--- src/rtl/bsg_idiv_arb_if.sv ---
// rtl/bsg_idiv_arb_if.sv - client and divider handshake bundle for bsg_idiv_arb
//
// Purpose: carries every request/response/divider signal of bsg_idiv_arb.
// Signal names keep the arbiter's point of view (_i = into the arbiter).
//   client side : v_i, dividend_i, divisor_i, signed_div_i -> ready_and_o
//                 v_o, quotient_o, remainder_o            <- yumi_i
//   divider side: div_v_o, div_dividend_o, div_divisor_o, div_signed_o <- div_ready_and_i
//                 div_v_i, div_quotient_i, div_remainder_i -> div_yumi_o
// Modports: master = the arbiter, slave = clients plus divider.
interface bsg_idiv_arb_if #(
  parameter int els_p   = 4,
  parameter int width_p = 32
);
  logic [els_p-1:0]         v_i;
  logic [els_p*width_p-1:0] dividend_i;
  logic [els_p*width_p-1:0] divisor_i;
  logic [els_p-1:0]         signed_div_i;
  logic [els_p-1:0]         ready_and_o;
  logic [els_p-1:0]         v_o;
  logic [width_p-1:0]       quotient_o;
  logic [width_p-1:0]       remainder_o;
  logic [els_p-1:0]         yumi_i;

  logic                     div_v_o;
  logic [width_p-1:0]       div_dividend_o;
  logic [width_p-1:0]       div_divisor_o;
  logic                     div_signed_o;
  logic                     div_ready_and_i;
  logic                     div_v_i;
  logic [width_p-1:0]       div_quotient_i;
  logic [width_p-1:0]       div_remainder_i;
  logic                     div_yumi_o;

  modport master (
    input  v_i, dividend_i, divisor_i, signed_div_i, yumi_i,
           div_ready_and_i, div_v_i, div_quotient_i, div_remainder_i,
    output ready_and_o, v_o, quotient_o, remainder_o,
           div_v_o, div_dividend_o, div_divisor_o, div_signed_o, div_yumi_o
  );

  modport slave (
    output v_i, dividend_i, divisor_i, signed_div_i, yumi_i,
           div_ready_and_i, div_v_i, div_quotient_i, div_remainder_i,
    input  ready_and_o, v_o, quotient_o, remainder_o,
           div_v_o, div_dividend_o, div_divisor_o, div_signed_o, div_yumi_o
  );
endinterface

--- src/rtl/bsg_idiv_arb.sv ---
// rtl/bsg_idiv_arb.sv - round-robin sharing of one iterative divider among els_p clients
//
// Purpose: grants one client at a time (round-robin from rr_ptr), registers its
// operands, issues them to the divider, latches the result and returns it to
// the owning client only.
// Ports:
//   clk_i          clock, posedge
//   reset_n_i      asynchronous active-low reset (shared with the divider)
//   bus            bsg_idiv_arb_if.master, client and divider handshakes
//   busy_cycles_o  (BSG_IDIV_ARB_PERF_EN only) saturating count of non-idle cycles
//   ops_done_o     (BSG_IDIV_ARB_PERF_EN only) saturating count of consumed results
// Optional feature macro: BSG_IDIV_ARB_PERF_EN
module bsg_idiv_arb #(
  parameter int els_p   = 4,
  parameter int width_p = 32
) (
  input  logic        clk_i,
  input  logic        reset_n_i,
`ifdef BSG_IDIV_ARB_PERF_EN
  output logic [31:0] busy_cycles_o,
  output logic [31:0] ops_done_o,
`endif
  bsg_idiv_arb_if.master bus
);
  localparam int lg_els_lp = $clog2(els_p);
  // one extra bit so rr_ptr + offset never overflows before the wrap
  localparam int cand_w_lp = lg_els_lp + 1;

  typedef enum logic [1:0] {eIdle, eIssue, eWait, eResp} state_e;

  state_e                 state;
  logic [lg_els_lp-1:0]   rr_ptr;
  logic [lg_els_lp-1:0]   tag;
  logic [width_p-1:0]     dividend;
  logic [width_p-1:0]     divisor;
  logic                   signed_sel;
  logic [width_p-1:0]     quotient;
  logic [width_p-1:0]     remainder;
  logic                   div_v;
  logic [els_p-1:0]       v_res;

  logic                   grant_found;
  logic [lg_els_lp-1:0]   grant_idx;
  logic [cand_w_lp-1:0]   cand;
  logic [els_p-1:0]       grant;

  // First requester at or after rr_ptr, wrapping modulo els_p (works for
  // non-power-of-two els_p because the wrap is an explicit subtract).
  always_comb begin
    grant_found = 1'b0;
    grant_idx   = '0;
    cand        = '0;
    for (int i = 0; i < els_p; i++) begin
      cand = cand_w_lp'(rr_ptr) + cand_w_lp'(i);
      if (cand >= cand_w_lp'(els_p)) cand = cand - cand_w_lp'(els_p);
      if (!grant_found && bus.v_i[cand[lg_els_lp-1:0]]) begin
        grant_found = 1'b1;
        grant_idx   = cand[lg_els_lp-1:0];
      end
    end
  end

  // Grant is gated by reset so every output reads 0 while reset is held.
  always_comb begin
    grant = '0;
    if (reset_n_i && (state == eIdle) && grant_found) grant[grant_idx] = 1'b1;
  end

  always_ff @(posedge clk_i or negedge reset_n_i) begin
    if (!reset_n_i) begin
      state      <= eIdle;
      rr_ptr     <= '0;
      tag        <= '0;
      dividend   <= '0;
      divisor    <= '0;
      signed_sel <= 1'b0;
      quotient   <= '0;
      remainder  <= '0;
      div_v      <= 1'b0;
      v_res      <= '0;
    end else begin
      unique case (state)
        eIdle: begin
          if (grant_found) begin
            dividend   <= bus.dividend_i[grant_idx*width_p +: width_p];
            divisor    <= bus.divisor_i[grant_idx*width_p +: width_p];
            signed_sel <= bus.signed_div_i[grant_idx];
            tag        <= grant_idx;
            div_v      <= 1'b1;
            state      <= eIssue;
          end
        end
        eIssue: begin
          if (bus.div_ready_and_i) begin
            div_v <= 1'b0;
            state <= eWait;
          end
        end
        eWait: begin
          if (bus.div_v_i) begin
            quotient  <= bus.div_quotient_i;
            remainder <= bus.div_remainder_i;
            v_res     <= {{(els_p-1){1'b0}}, 1'b1} << tag;
            state     <= eResp;
          end
        end
        eResp: begin
          // only the owner's consume matters; other yumi bits are ignored
          if (bus.yumi_i[tag]) begin
            v_res  <= '0;
            rr_ptr <= (tag == lg_els_lp'(els_p - 1)) ? '0 : tag + 1'b1;
            state  <= eIdle;
          end
        end
        default: state <= eIdle;
      endcase
    end
  end

  assign bus.ready_and_o    = grant;
  assign bus.v_o            = v_res;
  assign bus.quotient_o     = quotient;
  assign bus.remainder_o    = remainder;
  assign bus.div_v_o        = div_v;
  assign bus.div_dividend_o = dividend;
  assign bus.div_divisor_o  = divisor;
  assign bus.div_signed_o   = signed_sel;
  assign bus.div_yumi_o     = (state == eWait) & bus.div_v_i;

`ifdef BSG_IDIV_ARB_PERF_EN
  logic [31:0] busy_cnt;
  logic [31:0] ops_cnt;

  always_ff @(posedge clk_i or negedge reset_n_i) begin
    if (!reset_n_i) begin
      busy_cnt <= '0;
      ops_cnt  <= '0;
    end else begin
      if ((state != eIdle) && (busy_cnt != '1)) busy_cnt <= busy_cnt + 32'd1;
      if ((state == eResp) && bus.yumi_i[tag] && (ops_cnt != '1)) ops_cnt <= ops_cnt + 32'd1;
    end
  end

  assign busy_cycles_o = busy_cnt;
  assign ops_done_o    = ops_cnt;
`endif
endmodule

--- src/flat_wrapper.sv ---
// flat-port wrapper written by rule: the top's interface ports become plain ports
module bsg_idiv_arb_flat 
#(
  parameter int els_p   = 4,
  parameter int width_p = 32
)
  (clk_i, reset_n_i, bus_v_i, bus_dividend_i, bus_divisor_i, bus_signed_div_i, bus_yumi_i, bus_div_ready_and_i, bus_div_v_i, bus_div_quotient_i, bus_div_remainder_i, bus_ready_and_o, bus_v_o, bus_quotient_o, bus_remainder_o, bus_div_v_o, bus_div_dividend_o, bus_div_divisor_o, bus_div_signed_o, bus_div_yumi_o);
  bsg_idiv_arb_if #(.els_p(els_p), .width_p(width_p)) bus_i ();
  input  logic clk_i;
  input  logic reset_n_i;
  input wire logic [$bits(bus_i.v_i)-1:0] bus_v_i;
  input wire logic [$bits(bus_i.dividend_i)-1:0] bus_dividend_i;
  input wire logic [$bits(bus_i.divisor_i)-1:0] bus_divisor_i;
  input wire logic [$bits(bus_i.signed_div_i)-1:0] bus_signed_div_i;
  input wire logic [$bits(bus_i.yumi_i)-1:0] bus_yumi_i;
  input wire logic [$bits(bus_i.div_ready_and_i)-1:0] bus_div_ready_and_i;
  input wire logic [$bits(bus_i.div_v_i)-1:0] bus_div_v_i;
  input wire logic [$bits(bus_i.div_quotient_i)-1:0] bus_div_quotient_i;
  input wire logic [$bits(bus_i.div_remainder_i)-1:0] bus_div_remainder_i;
  output wire logic [$bits(bus_i.ready_and_o)-1:0] bus_ready_and_o;
  output wire logic [$bits(bus_i.v_o)-1:0] bus_v_o;
  output wire logic [$bits(bus_i.quotient_o)-1:0] bus_quotient_o;
  output wire logic [$bits(bus_i.remainder_o)-1:0] bus_remainder_o;
  output wire logic [$bits(bus_i.div_v_o)-1:0] bus_div_v_o;
  output wire logic [$bits(bus_i.div_dividend_o)-1:0] bus_div_dividend_o;
  output wire logic [$bits(bus_i.div_divisor_o)-1:0] bus_div_divisor_o;
  output wire logic [$bits(bus_i.div_signed_o)-1:0] bus_div_signed_o;
  output wire logic [$bits(bus_i.div_yumi_o)-1:0] bus_div_yumi_o;
  assign bus_i.v_i = bus_v_i;
  assign bus_i.dividend_i = bus_dividend_i;
  assign bus_i.divisor_i = bus_divisor_i;
  assign bus_i.signed_div_i = bus_signed_div_i;
  assign bus_i.yumi_i = bus_yumi_i;
  assign bus_i.div_ready_and_i = bus_div_ready_and_i;
  assign bus_i.div_v_i = bus_div_v_i;
  assign bus_i.div_quotient_i = bus_div_quotient_i;
  assign bus_i.div_remainder_i = bus_div_remainder_i;
  assign bus_ready_and_o = bus_i.ready_and_o;
  assign bus_v_o = bus_i.v_o;
  assign bus_quotient_o = bus_i.quotient_o;
  assign bus_remainder_o = bus_i.remainder_o;
  assign bus_div_v_o = bus_i.div_v_o;
  assign bus_div_dividend_o = bus_i.div_dividend_o;
  assign bus_div_divisor_o = bus_i.div_divisor_o;
  assign bus_div_signed_o = bus_i.div_signed_o;
  assign bus_div_yumi_o = bus_i.div_yumi_o;
  bsg_idiv_arb #(.els_p(els_p), .width_p(width_p)) u_core (.clk_i(clk_i), .reset_n_i(reset_n_i), .bus(bus_i));
endmodule
--- config.mk ---
export PLATFORM = sky130hd
export DESIGN_NAME = bsg_idiv_arb_flat
export DESIGN_NICKNAME = d
export VERILOG_FILES = /design/src/rtl/bsg_idiv_arb_if.sv /design/src/rtl/bsg_idiv_arb.sv /design/src/flat_wrapper.sv
export SDC_FILE = /design/constraint.sdc
export NUM_CORES = 1
export LEC_CHECK = 0
export ABC_CLOCK_PERIOD_IN_PS = 1800
export BUFFER_PORTS_ARGS = -buffer_cell sky130_fd_sc_hd__buf_2
export CAP_MARGIN = 20
export CORE_AREA = 10 10 179 181
export CTS_CLUSTER_SIZE = 10
export DETAILED_ROUTE_END_ITERATION = 7
export DIE_AREA = 0 0 189 191
export PLACE_DENSITY = 0.55
export SYNTH_ARGS = -nofsm -noshare
export SYNTH_HDL_FRONTEND = slang
export SYNTH_SLANG_ARGS = --single-unit
--- constraint.sdc ---
create_clock -name clk_i -period 1.8 [get_ports clk_i]
set_input_delay 0.18 -clock clk_i [delete_from_list [all_inputs] [get_ports clk_i]]
set_output_delay 0.18 -clock clk_i [all_outputs]
set_load 0.01 [all_outputs]
Word-level counts from Yosys, hierarchy flattened
Index checks and enable logic that the tools add are counted.
Storage, ports and cells
  register bits: 140
  bits of input ports: 336
  word-level logic and storage cells: 98
Operators by class
  $add $sub $neg: 8
  magnitude comparators: 11
  equality and inequality tests: 8
  shift-type cells: 3
  muxes and demuxes: 39
  bitwise logic cells: 1
  reductions and logical operators: 18
Operators by type and width (count)
  $shiftx 128x8->32: 2
  $mux 2: 13
  $lt 2x3->1 const B: 6
  $mux 1: 13
  $bmux 1 s2: 6
  $mux 4: 3
  $ge 3x3->1 const B: 3
  $pmux 2 s4: 1
  $pmux 4 s2: 1
  $sub 2x1->2 const B: 4
  $add 2x2->3 const B: 2
  $eq 2x2->1 const B: 3
  $logic_and 1x1->1: 6
  $reduce_and 2->1: 3
  $reduce_and 3->1: 2
  $ne 2x1->1 const B: 2
  $ne 2x2->1 const B: 2
  $reduce_and 4->1: 1
  $reduce_bool 2->1: 2
  $shl 1x2->4 const A: 1
  $add 2x1->3 const B: 1
  $ge 2x3->1 const B: 1
  $logic_not 1->1: 3
  $add 2x1->2 const B: 1
  6 further kinds: 6

Longest topological paths before layout
Gate-level depths: netlist of run 1.
  depth in word-level cells: 19
  mapped depth: 8
  mapped depth without buffers: 7

Worst setup path before layout of run 1
Ideal clock, no wire load.
  kind: register to register
  start point: register u_core.state[0]
  end point: register u_core.quotient[14] (netlist: u_core.bus.quotient_o[14])
  setup time: 125 ps
  arrival: 1738 ps
  required time: 1675 ps
  setup slack: -63 ps
  stages on the path, launching flop included: 7
  buffers on the path: 2
  clock period less this slack: 1863 ps
  path through: dfrtp_1 -> inv_1 -> ha_1 -> nand2_1 -> clkbuf_1 -> clkbuf_1 -> mux2_2
On the way
  longest elaborated chain between the ends: 2
RTL lines
  start: declaration: RTL line bsg_idiv_arb.sv:31  | state_e state;
  start signal: assignment: RTL line bsg_idiv_arb.sv:71  | state <= eIdle;
  start signal: assignment: RTL line bsg_idiv_arb.sv:90  | state <= eIssue;
  start signal: assignment: RTL line bsg_idiv_arb.sv:96  | state <= eWait;
  $eq 2x2->1: RTL line bsg_idiv_arb.sv:82  | unique case (state)
  $reduce_and 2->1 (no source line)
  end signal: assignment: RTL line bsg_idiv_arb.sv:101  | quotient <= bus.div_quotient_i;
  end: declaration: RTL line bsg_idiv_arb.sv:37  | logic [width_p-1:0] quotient;
No other way between the ends.
A chain may end at the register's enable or synchronous reset.

Worst setup path after layout of run 1
  start point: register u_core.rr_ptr[1]
  end point: register u_core.divisor[12] (netlist: u_core.bus.div_divisor_o[12])
On the way
  longest elaborated chain between the ends: 15
  elaborated cells on any way between the ends: 39
  those cells by class: add/sub: 7; order compare: 4; shift: 1; mux: 20; reduce/logical: 7
RTL lines
  start: declaration: RTL line bsg_idiv_arb.sv:32  | logic [lg_els_lp-1:0] rr_ptr;
  start signal: assignment: RTL line bsg_idiv_arb.sv:111  | rr_ptr <= (tag == lg_els_lp'(els_p - 1)) ? '0 : tag + 1'b1;
  branches (longest 15 deep; another with $add 2x1->3)
  end signal: assignment: RTL line bsg_idiv_arb.sv:86  | divisor <= bus.divisor_i[grant_idx*width_p +: width_p];
  end: declaration: RTL line bsg_idiv_arb.sv:35  | logic [width_p-1:0] divisor;
Several ways; the timed one is not identified. The select of a mux whose other input is x is not followed.

==> implementation parameters, run 1 <==
Parameter                              Value

Synth
  Count of different cell masters after synthesis    36
  Proportion of netlist area held by the largest area contributor    48.6%
  Synth warn    0
  Library cell with the highest instance count after synthesis    sky130_fd_sc_hd__dfrtp_1
  Most frequent cells after synthesis    140 x sky130_fd_sc_hd__dfrtp_1, 70 x sky130_fd_sc_hd__nor2_1, 67 x sky130_fd_sc_hd__mux2_2
  Number of instances in the synthesized netlist    598
  Share of synthesized flip-flops with an asynchronous set or reset    100%
  Synth Net Count    942
  Biggest area contributors in the synthesized netlist    sky130_fd_sc_hd__dfrtp_1 49%, sky130_fd_sc_hd__mux2_2 10%, sky130_fd_sc_hd__a221o_1 9.0%
  Post-synth EDFFs    0
  Number of storage elements in the synthesis netlist    140
  Share of the yosys chip area belonging to registers    48.6%
  Average size of a mapped cell    12.1 sq um
  Netlist Area Pre-Place    7210 sq um
  Post-synthesis cell type with the largest combined area    sky130_fd_sc_hd__dfrtp_1
  Dominant synthesized flop cell    sky130_fd_sc_hd__dfrtp_1

Floorplanning
  Die area    36100 sq um
  Total I/O pin count    475
  Number of placement rows    62
  CORE AREA    28500 sq um
  Die width    189 um
  Initial cell density of the core    25.3%
  Height of the die    191 um

Critical path
  Critical path start-end classification    flop to flop
  Critical path required time    2.10 ns
  Kind of end point of the critical path    flop
  Worst EP arrival    2.30 ns
  Startpoint kind of the worst setup timing path    flop
  CP Max Fanout    6

Run
  Number of max-cap violations    0

Clock network
  Clk sink count    140
  Clock Tree Buf Depth    2
  Clock-pin slew of the registers on the worst-case setup and hold paths    0.07 ns
  H-tree levels    4
  CTS Buf Count    17
  Clock latency at the later pin of the worst-skew pair    0.42 ns
  Clock root buffer    sky130_fd_sc_hd__clkbuf_16
  Clock tree from TritonCTS    done

STA
  Max Transition Viols Final    0
  Final period utilization    111%
  Count of endpoints failing setup in the final report    69
  Relative slew slack    57.8%
  Pin slew with the least headroom to its limit    0.633 ns
  Number of endpoints with negative hold slack in the final report    0
  Unrepaired setup endpoints after global routing    true
  Worst hold slack across all endpoints    0.0268 ns
  Final setup slack of the worst path    -0.204 ns
  Min Tclk post-route    2.00 ns
  Highest clock rate    499 MHz
  Worst clock skew    0.00881 ns

Global route
  Global router's overall resource usage    17.5%
  Number of global-route vias before repair    8068
  Antenna violations before repair    6
  Maximum number of pins on one net before global-route repair    113
  Sum of overflow across all layers after global routing    0
  Global-route wire length before repair    49200 um

Pwr
  Relative contribution of combinational cells to total power    53.2%
  Cell Int Power    0.0122 W
  Switching part of the total power    38.3%
  Clock power frac    18.1%
  Sequential cell fraction of total power    28.8%
  Max IR drop VDD    0.786 mV
  Power after layout    0.0197 W
  Switching pwr    0.00757 W
  Power density of the placed cells    1640 nW/um^2
  Static Leak    5.94 nW

Status
  Result of the run    finished, violations left
  Failing checks    setup timing

Routing
  Via-per-instance ratio    4.67
  Starting DRT DRC Count    265
  Vias    7302
  Post-detailed-route wirelength per cell    21.4 um
  Wirelength, routed    33500 um
  Number of search-and-repair iterations in the first detailed-routing pass    5
  Post-route antenna net violation count    0
  DRC violation count after routing    0

Cells and area
  Final nets    1508
  Layout cell share with drive strength beyond 1    57.2%
  Area overhead of the layout relative to synthesis    67.0%

Place
  Weighted congestion at the end of routability-driven global placement    0.813
  Number of buffers added on ports    474
  HPWL after detailed placement    24700 um

Hold path
  Path category of the worst min-delay check    input pin to flop
placed cells by master (no fill, tap or decap), types with 4 or more instances in the layout:
master,count
sky130_fd_sc_hd__buf_2,469
sky130_fd_sc_hd__dfrtp_1,138
sky130_fd_sc_hd__nor2_1,67
sky130_fd_sc_hd__mux2_2,66
sky130_fd_sc_hd__a221o_1,65
sky130_fd_sc_hd__o22a_1,65
sky130_fd_sc_hd__dlygate4sd3_1,61
sky130_fd_sc_hd__mux2i_1,58
sky130_fd_sc_hd__buf_4,24
sky130_fd_sc_hd__buf_6,22
sky130_fd_sc_hd__clkbuf_16,18
sky130_fd_sc_hd__buf_12,17
sky130_fd_sc_hd__nand2_1,12
sky130_fd_sc_hd__mux2i_2,7
sky130_fd_sc_hd__ha_1,6
sky130_fd_sc_hd__o21ai_0,5
sky130_fd_sc_hd__nand2b_1,5
sky130_fd_sc_hd__diode_2,4
sky130_fd_sc_hd__inv_1,4
sky130_fd_sc_hd__inv_8,4
sky130_fd_sc_hd__inv_6,4
sky130_fd_sc_hd__buf_8,4
repair_timing:
| item | in CTS | in global routing |
|---|---|---|
| gates resized for setup | 57 | 18 |
| setup endpoints to repair | 70 | 76 |
| hold buffers | 61 | 0 |
| setup buffers | 17 | 7 |
| cloned | 4 | 1 |
| pin swaps | 10 | 21 |
| hold endpoints to repair | 200 | 0 |
layout make-up:
cell class	count	area, sq um
antenna	4	10.0
clock buffer	18	429
clock inverter	14	150
fill	2809	16400
inverter	7	28.8
multi-input combinational	397	3530
sequential	140	3510
tap	384	480
timing repair buffer	601	3900
power by group through the flow:
stage	registers [W]	logic (W)	clock network, W
3_3_place_gp	0.00565	0.00940	0
5_1_grt	0.00588	0.0113	0.00386
2_1_floorplan	0.00634	0.00480	0
3_5_place_dp	0.00571	0.00950	0
6_report	0.00568	0.0105	0.00357
4_1_cts	0.00568	0.0105	0.00374
stage by stage:
step / util, % / cells / cell area [sq um] / setup TNS (ns) / worst slack, ns
global placement: 36.1 / 1440 / 10300 / -1.81 / -0.0664
global route: 42.3 / 1563 / 12000 / -15.05 / -0.292
CTS: 41.9 / 1554 / 11900 / -10.80 / -0.200
detailed placement: 36.1 / 1440 / 10300 / -3.90 / -0.107
finish: 42.3 / 1565 / 12000 / -9.68 / -0.204
floorplan: - / 598 / 7230 / -3.01 / -0.0631
path summary, 6_finish.rpt:
kind | from | end | slack (ns) | cells past startpoint
worst max-delay path | u_core.rr_ptr[1] | u_core.bus.div_divisor_o[12] | -0.20 | 9
worst min-delay path | bus_div_quotient_i[23] | u_core.bus.quotient_o[23] | 0.03 | 2
worst max register to register | u_core.rr_ptr[1] | u_core.bus.div_divisor_o[12] | -0.20 | 9
worst min register to register | u_core.bus.v_o[0] | u_core.bus.v_o[0] | 0.49 | 2
max in group asynchronous | reset_n_i | u_core.state[1] | 0.81 | 3
min in group asynchronous | reset_n_i | u_core.bus.div_v_o | 0.14 | 2
cells by family after synthesis:
group                    after synthesis  share of synthesized area [%]
AO/OA/AOI/OAI                        153                           19.2
adder cells (fa/ha/maj)                8                           1.39
buffers and inverters                 61                           4.86
flip-flops                           140                           48.6
multiplexers                         133                           19.8
AND/OR/NAND/NOR                      103                           6.18
routing by layer:
metal	up-vias	track usage (%)	share of wire, %	wire (um)
met4	0	4.18	1.6	526
li1	3412	-	-	-
met5	-	0	0	0
met2	321	31.6	51	17200
met1	3541	18.9	38	12700
met3	28	6.78	9.1	3050
worst max-delay path: stages, from the launching register on:
cell                       delay [ns]
sky130_fd_sc_hd__dfrtp_1         0.43
sky130_fd_sc_hd__buf_6           0.13
sky130_fd_sc_hd__mux2_4          0.30
sky130_fd_sc_hd__o221ai_4        0.21
sky130_fd_sc_hd__buf_6           0.14
sky130_fd_sc_hd__buf_12          0.13
sky130_fd_sc_hd__buf_6           0.10
sky130_fd_sc_hd__mux2i_2         0.20
sky130_fd_sc_hd__nor2_2          0.08
sky130_fd_sc_hd__o22a_1          0.16
sequential cells by signal, summed over array words and instances (netlist names):
register                   flops
u_core.bus.div_signed_o        1
u_core.rr_ptr                  2
u_core.bus.div_dividend_o     32
u_core.bus.div_divisor_o      32
u_core.bus.remainder_o        32
u_core.tag                     2
u_core.bus.div_v_o             1
u_core.bus.v_o                 4
u_core.bus.quotient_o         32
u_core.state                   2
(Power assumes the default switching activity.)
==> run 2: changes to the inputs <==
--- a/config.mk
+++ b/config.mk
@@ -13,6 +13,7 @@
 export DETAILED_ROUTE_END_ITERATION = 7
 export DIE_AREA = 0 0 189 191
 export PLACE_DENSITY = 0.55
+export RECOVER_POWER = 25
 export SYNTH_ARGS = -nofsm -noshare
 export SYNTH_HDL_FRONTEND = slang
 export SYNTH_SLANG_ARGS = --single-unit
==> run 2 against run 1 <==
Against the previous run:
- the run still ends with setup timing left
- worst setup slack improved by 0.0013 ns
- design area decreased by 0.14%
- core utilization decreased by 0.057 points
- die area unchanged
- highest routed layer unchanged
==> implementation parameters, run 2 (synthesis gave the netlist of run 1 again) <==
Parameter                              Value

Status
  Result of the run    finished, violations left (unchanged)
  Failing checks    setup timing (unchanged)

Hold path
  Path category of the worst min-delay check    input pin to flop (unchanged)

Place
  Number of buffers added on ports    474 (unchanged)
  Number of placed instances with taps included    1440 (unchanged)
  HPWL after detailed placement    24700 um (unchanged)
  Weighted congestion at the end of routability-driven global placement    0.813 (unchanged)

Clock network
  CTS Buf Count    17 (unchanged)
  Clock Tree Buf Depth    2 (unchanged)
  H-tree levels    4 (unchanged)
  Clock root buffer    sky130_fd_sc_hd__clkbuf_16 (unchanged)
  Clock-pin slew of the registers on the worst-case setup and hold paths    0.07 ns (about the same)
  Clk sink count    140 (unchanged)
  Clock tree from TritonCTS    done (unchanged)
  Clock latency at the later pin of the worst-skew pair    0.41 ns (was 0.42 ns)

Cells and area
  Most common cell after layout, fill and taps aside    sky130_fd_sc_hd__buf_2 (unchanged)
  Non-filler cells, final    1565 (unchanged)
  Layout cell share with drive strength beyond 1    57.1% (was 57.2%)
  Final nets    1508 (unchanged)
  Commonest cells after routing, fill and taps aside    469 x sky130_fd_sc_hd__buf_2, 138 x sky130_fd_sc_hd__dfrtp_1, 67 x sky130_fd_sc_hd__nor2_1 (unchanged)
  Area overhead of the layout relative to synthesis    66.8% (was 67.0%)

Critical path
  Stages on worst setup path    9 (unchanged)
  Critical path required time    2.10 ns (about the same)
  CP startpoint    u_core.rr_ptr[1] (unchanged)
  Worst Path Buf+Inv    4 (unchanged)
  Destination of the critical timing path    u_core.bus.div_divisor_o[12] (unchanged)
  Flop2flop setup slack    -0.20 ns (about the same)
  Kind of end point of the critical path    flop (unchanged)
  Most used cell, CP    sky130_fd_sc_hd__buf_6 (unchanged)
  Reg2Reg Depth    9 (unchanged)
  Cell breakdown of the critical path    buf_6 > mux2_4 > o221ai_4 > buf_6 > buf_12 > buf_6 > mux2i_2 > nor2_2 > o22a_1 (unchanged)
  Critical path start-end classification    flop to flop (unchanged)
  Destination of the worst register-to-register timing path    u_core.bus.div_divisor_o[12] (unchanged)
  Max incr delay on CP    0.43 ns (about the same)
  Kind of cell adding the most delay to the critical path    buffers and inverters (unchanged)
  Cell with the biggest individual delay on the critical path    sky130_fd_sc_hd__dfrtp_1 (unchanged)
  Worst EP arrival    2.30 ns (about the same)
  R2R Path Start    u_core.rr_ptr[1] (unchanged)
  CP Max Fanout    6 (unchanged)
  Startpoint kind of the worst setup timing path    flop (unchanged)

STA
  Relative slew slack    38.0% (was 57.8%)
  Number of endpoints with negative hold slack in the final report    0 (unchanged)
  Unrepaired setup endpoints after global routing    true (unchanged)
  Final period utilization    111% (about the same)
  Final setup slack of the worst path    -0.202 ns (was -0.204 ns)
  Worst hold slack across all endpoints    0.0265 ns (was 0.0268 ns)
  Worst clock skew    0.00845 ns (was 0.00881 ns)
  Highest clock rate    499 MHz (about the same)
  Max Transition Viols Final    0 (unchanged)
  Pin slew with the least headroom to its limit    0.930 ns (was 0.633 ns)
  Count of endpoints failing setup in the final report    69 (unchanged)
  Min Tclk post-route    2.00 ns (about the same)

Floorplanning
  Initial cell density of the core    25.3% (unchanged)
  Number of placement rows    62 (unchanged)
  Height of the die    191 um (unchanged)
  Total I/O pin count    475 (unchanged)
  Die width    189 um (unchanged)
  Die area    36100 sq um (unchanged)
  CORE AREA    28500 sq um (unchanged)

Run
  Number of max-cap violations    0 (unchanged)

Routing
  Wirelength, routed    33500 um (about the same)
  DRC violation count after routing    0 (unchanged)
  Post-detailed-route wirelength per cell    21.4 um (about the same)
  Via-per-instance ratio    4.67 (about the same)
  Post-route antenna net violation count    0 (unchanged)
  Number of search-and-repair iterations in the first detailed-routing pass    5 (unchanged)
  Vias    7301 (was 7302)
  Starting DRT DRC Count    266 (was 265)

Global route
  Global-route wire length before repair    49200 um (unchanged)
  Maximum number of pins on one net before global-route repair    113 (unchanged)
  Number of global-route vias before repair    8068 (unchanged)
  Sum of overflow across all layers after global routing    0 (unchanged)
  Global router's overall resource usage    17.5% (unchanged)
  Antenna violations before repair    6 (unchanged)

Pwr
  Power density of the placed cells    1640 nW/um^2 (about the same)
  Power after layout    0.0197 W (about the same)
  Static Leak    5.93 nW (was 5.94 nW)
  Max IR drop VDD    0.785 mV (was 0.786 mV)
==> run 2: changes by cell type in the layout (fill, tap and decap cells not counted) <==
| cell | previous run | this run |
|---|---|---|
| sky130_fd_sc_hd__clkbuf_8 | 0 | 1 |
| sky130_fd_sc_hd__buf_4 | 24 | 23 |
| sky130_fd_sc_hd__buf_6 | 22 | 21 |
| sky130_fd_sc_hd__clkbuf_1 | 1 | 2 |
| sky130_fd_sc_hd__clkbuf_2 | 0 | 1 |
| sky130_fd_sc_hd__buf_12 | 17 | 16 |
==> run 2: what timing repair did <==
| item | 4_1_cts | 5_1_grt |
|---|---|---|
| pin swaps | 10 | 21 |
| endpoints found under the setup margin | 70 | 76 |
| resized for setup | 57 | 18 |
| setup buffers | 17 | 7 |
| cloned | 4 | 1 |
| hold buffers | 61 | 0 |
| hold endpoints to repair | 200 | 0 |
==> run 2: report_power, final <==
| group | switching (W) | total (W) | internal, W |
|---|---|---|---|
| logic | 0.00507 | 0.0105 | 0.00543 |
| clock network | 0.00160 | 0.00357 | 0.00197 |
| registers | 0.000899 | 0.00568 | 0.00478 |
==> run 2: worst min-delay path by stage <==
stage | end | start | slack, ns | cells past startpoint
floorplan | u_core.bus.div_dividend_o[0] | reset_n_i | -0.12 | 0
global placement | u_core.bus.div_v_o | reset_n_i | -0.02 | 1
detailed placement | u_core.bus.div_v_o | reset_n_i | -0.02 | 1
CTS | u_core.bus.quotient_o[23] | bus_div_quotient_i[23] | 0.002 | 2
global route | u_core.bus.quotient_o[29] | bus_div_quotient_i[29] | 0.001 | 2
finish | u_core.bus.quotient_o[23] | bus_div_quotient_i[23] | 0.03 | 2
==> run 2: per-stage QoR <==
stage	setup TNS, ns	utilization [%]	worst slack [ns]	cell area, sq um
3_5_place_dp	-3.90	36.1	-0.107	10300
6_report	-9.63	42.2	-0.202	12000
5_1_grt	-15.11	42.2	-0.292	12000
3_3_place_gp	-1.81	36.1	-0.0664	10300
4_1_cts	-10.80	41.9	-0.200	11900
2_1_floorplan	-3.01	-	-0.0631	7230
==> run 2: per-layer routing <==
layer  vias to the layer above  wire length [um]  GRT usage [%]
li1                       3412                 -              -
met5                         -                 0              0
met2                       324             17200           31.6
met3                        28              3080           6.78
met4                         0               526           4.18
met1                      3537             12700           18.9
==> run 2: layout make-up <==
class / count / area [sq um]
clock inverter: 14 / 150
tap: 384 / 480
inverter: 7 / 28.8
clock buffer: 18 / 429
antenna: 4 / 10.0
multi-input combinational: 397 / 3530
timing repair buffer: 601 / 3880
fill: 2811 / 16400
sequential: 140 / 3510
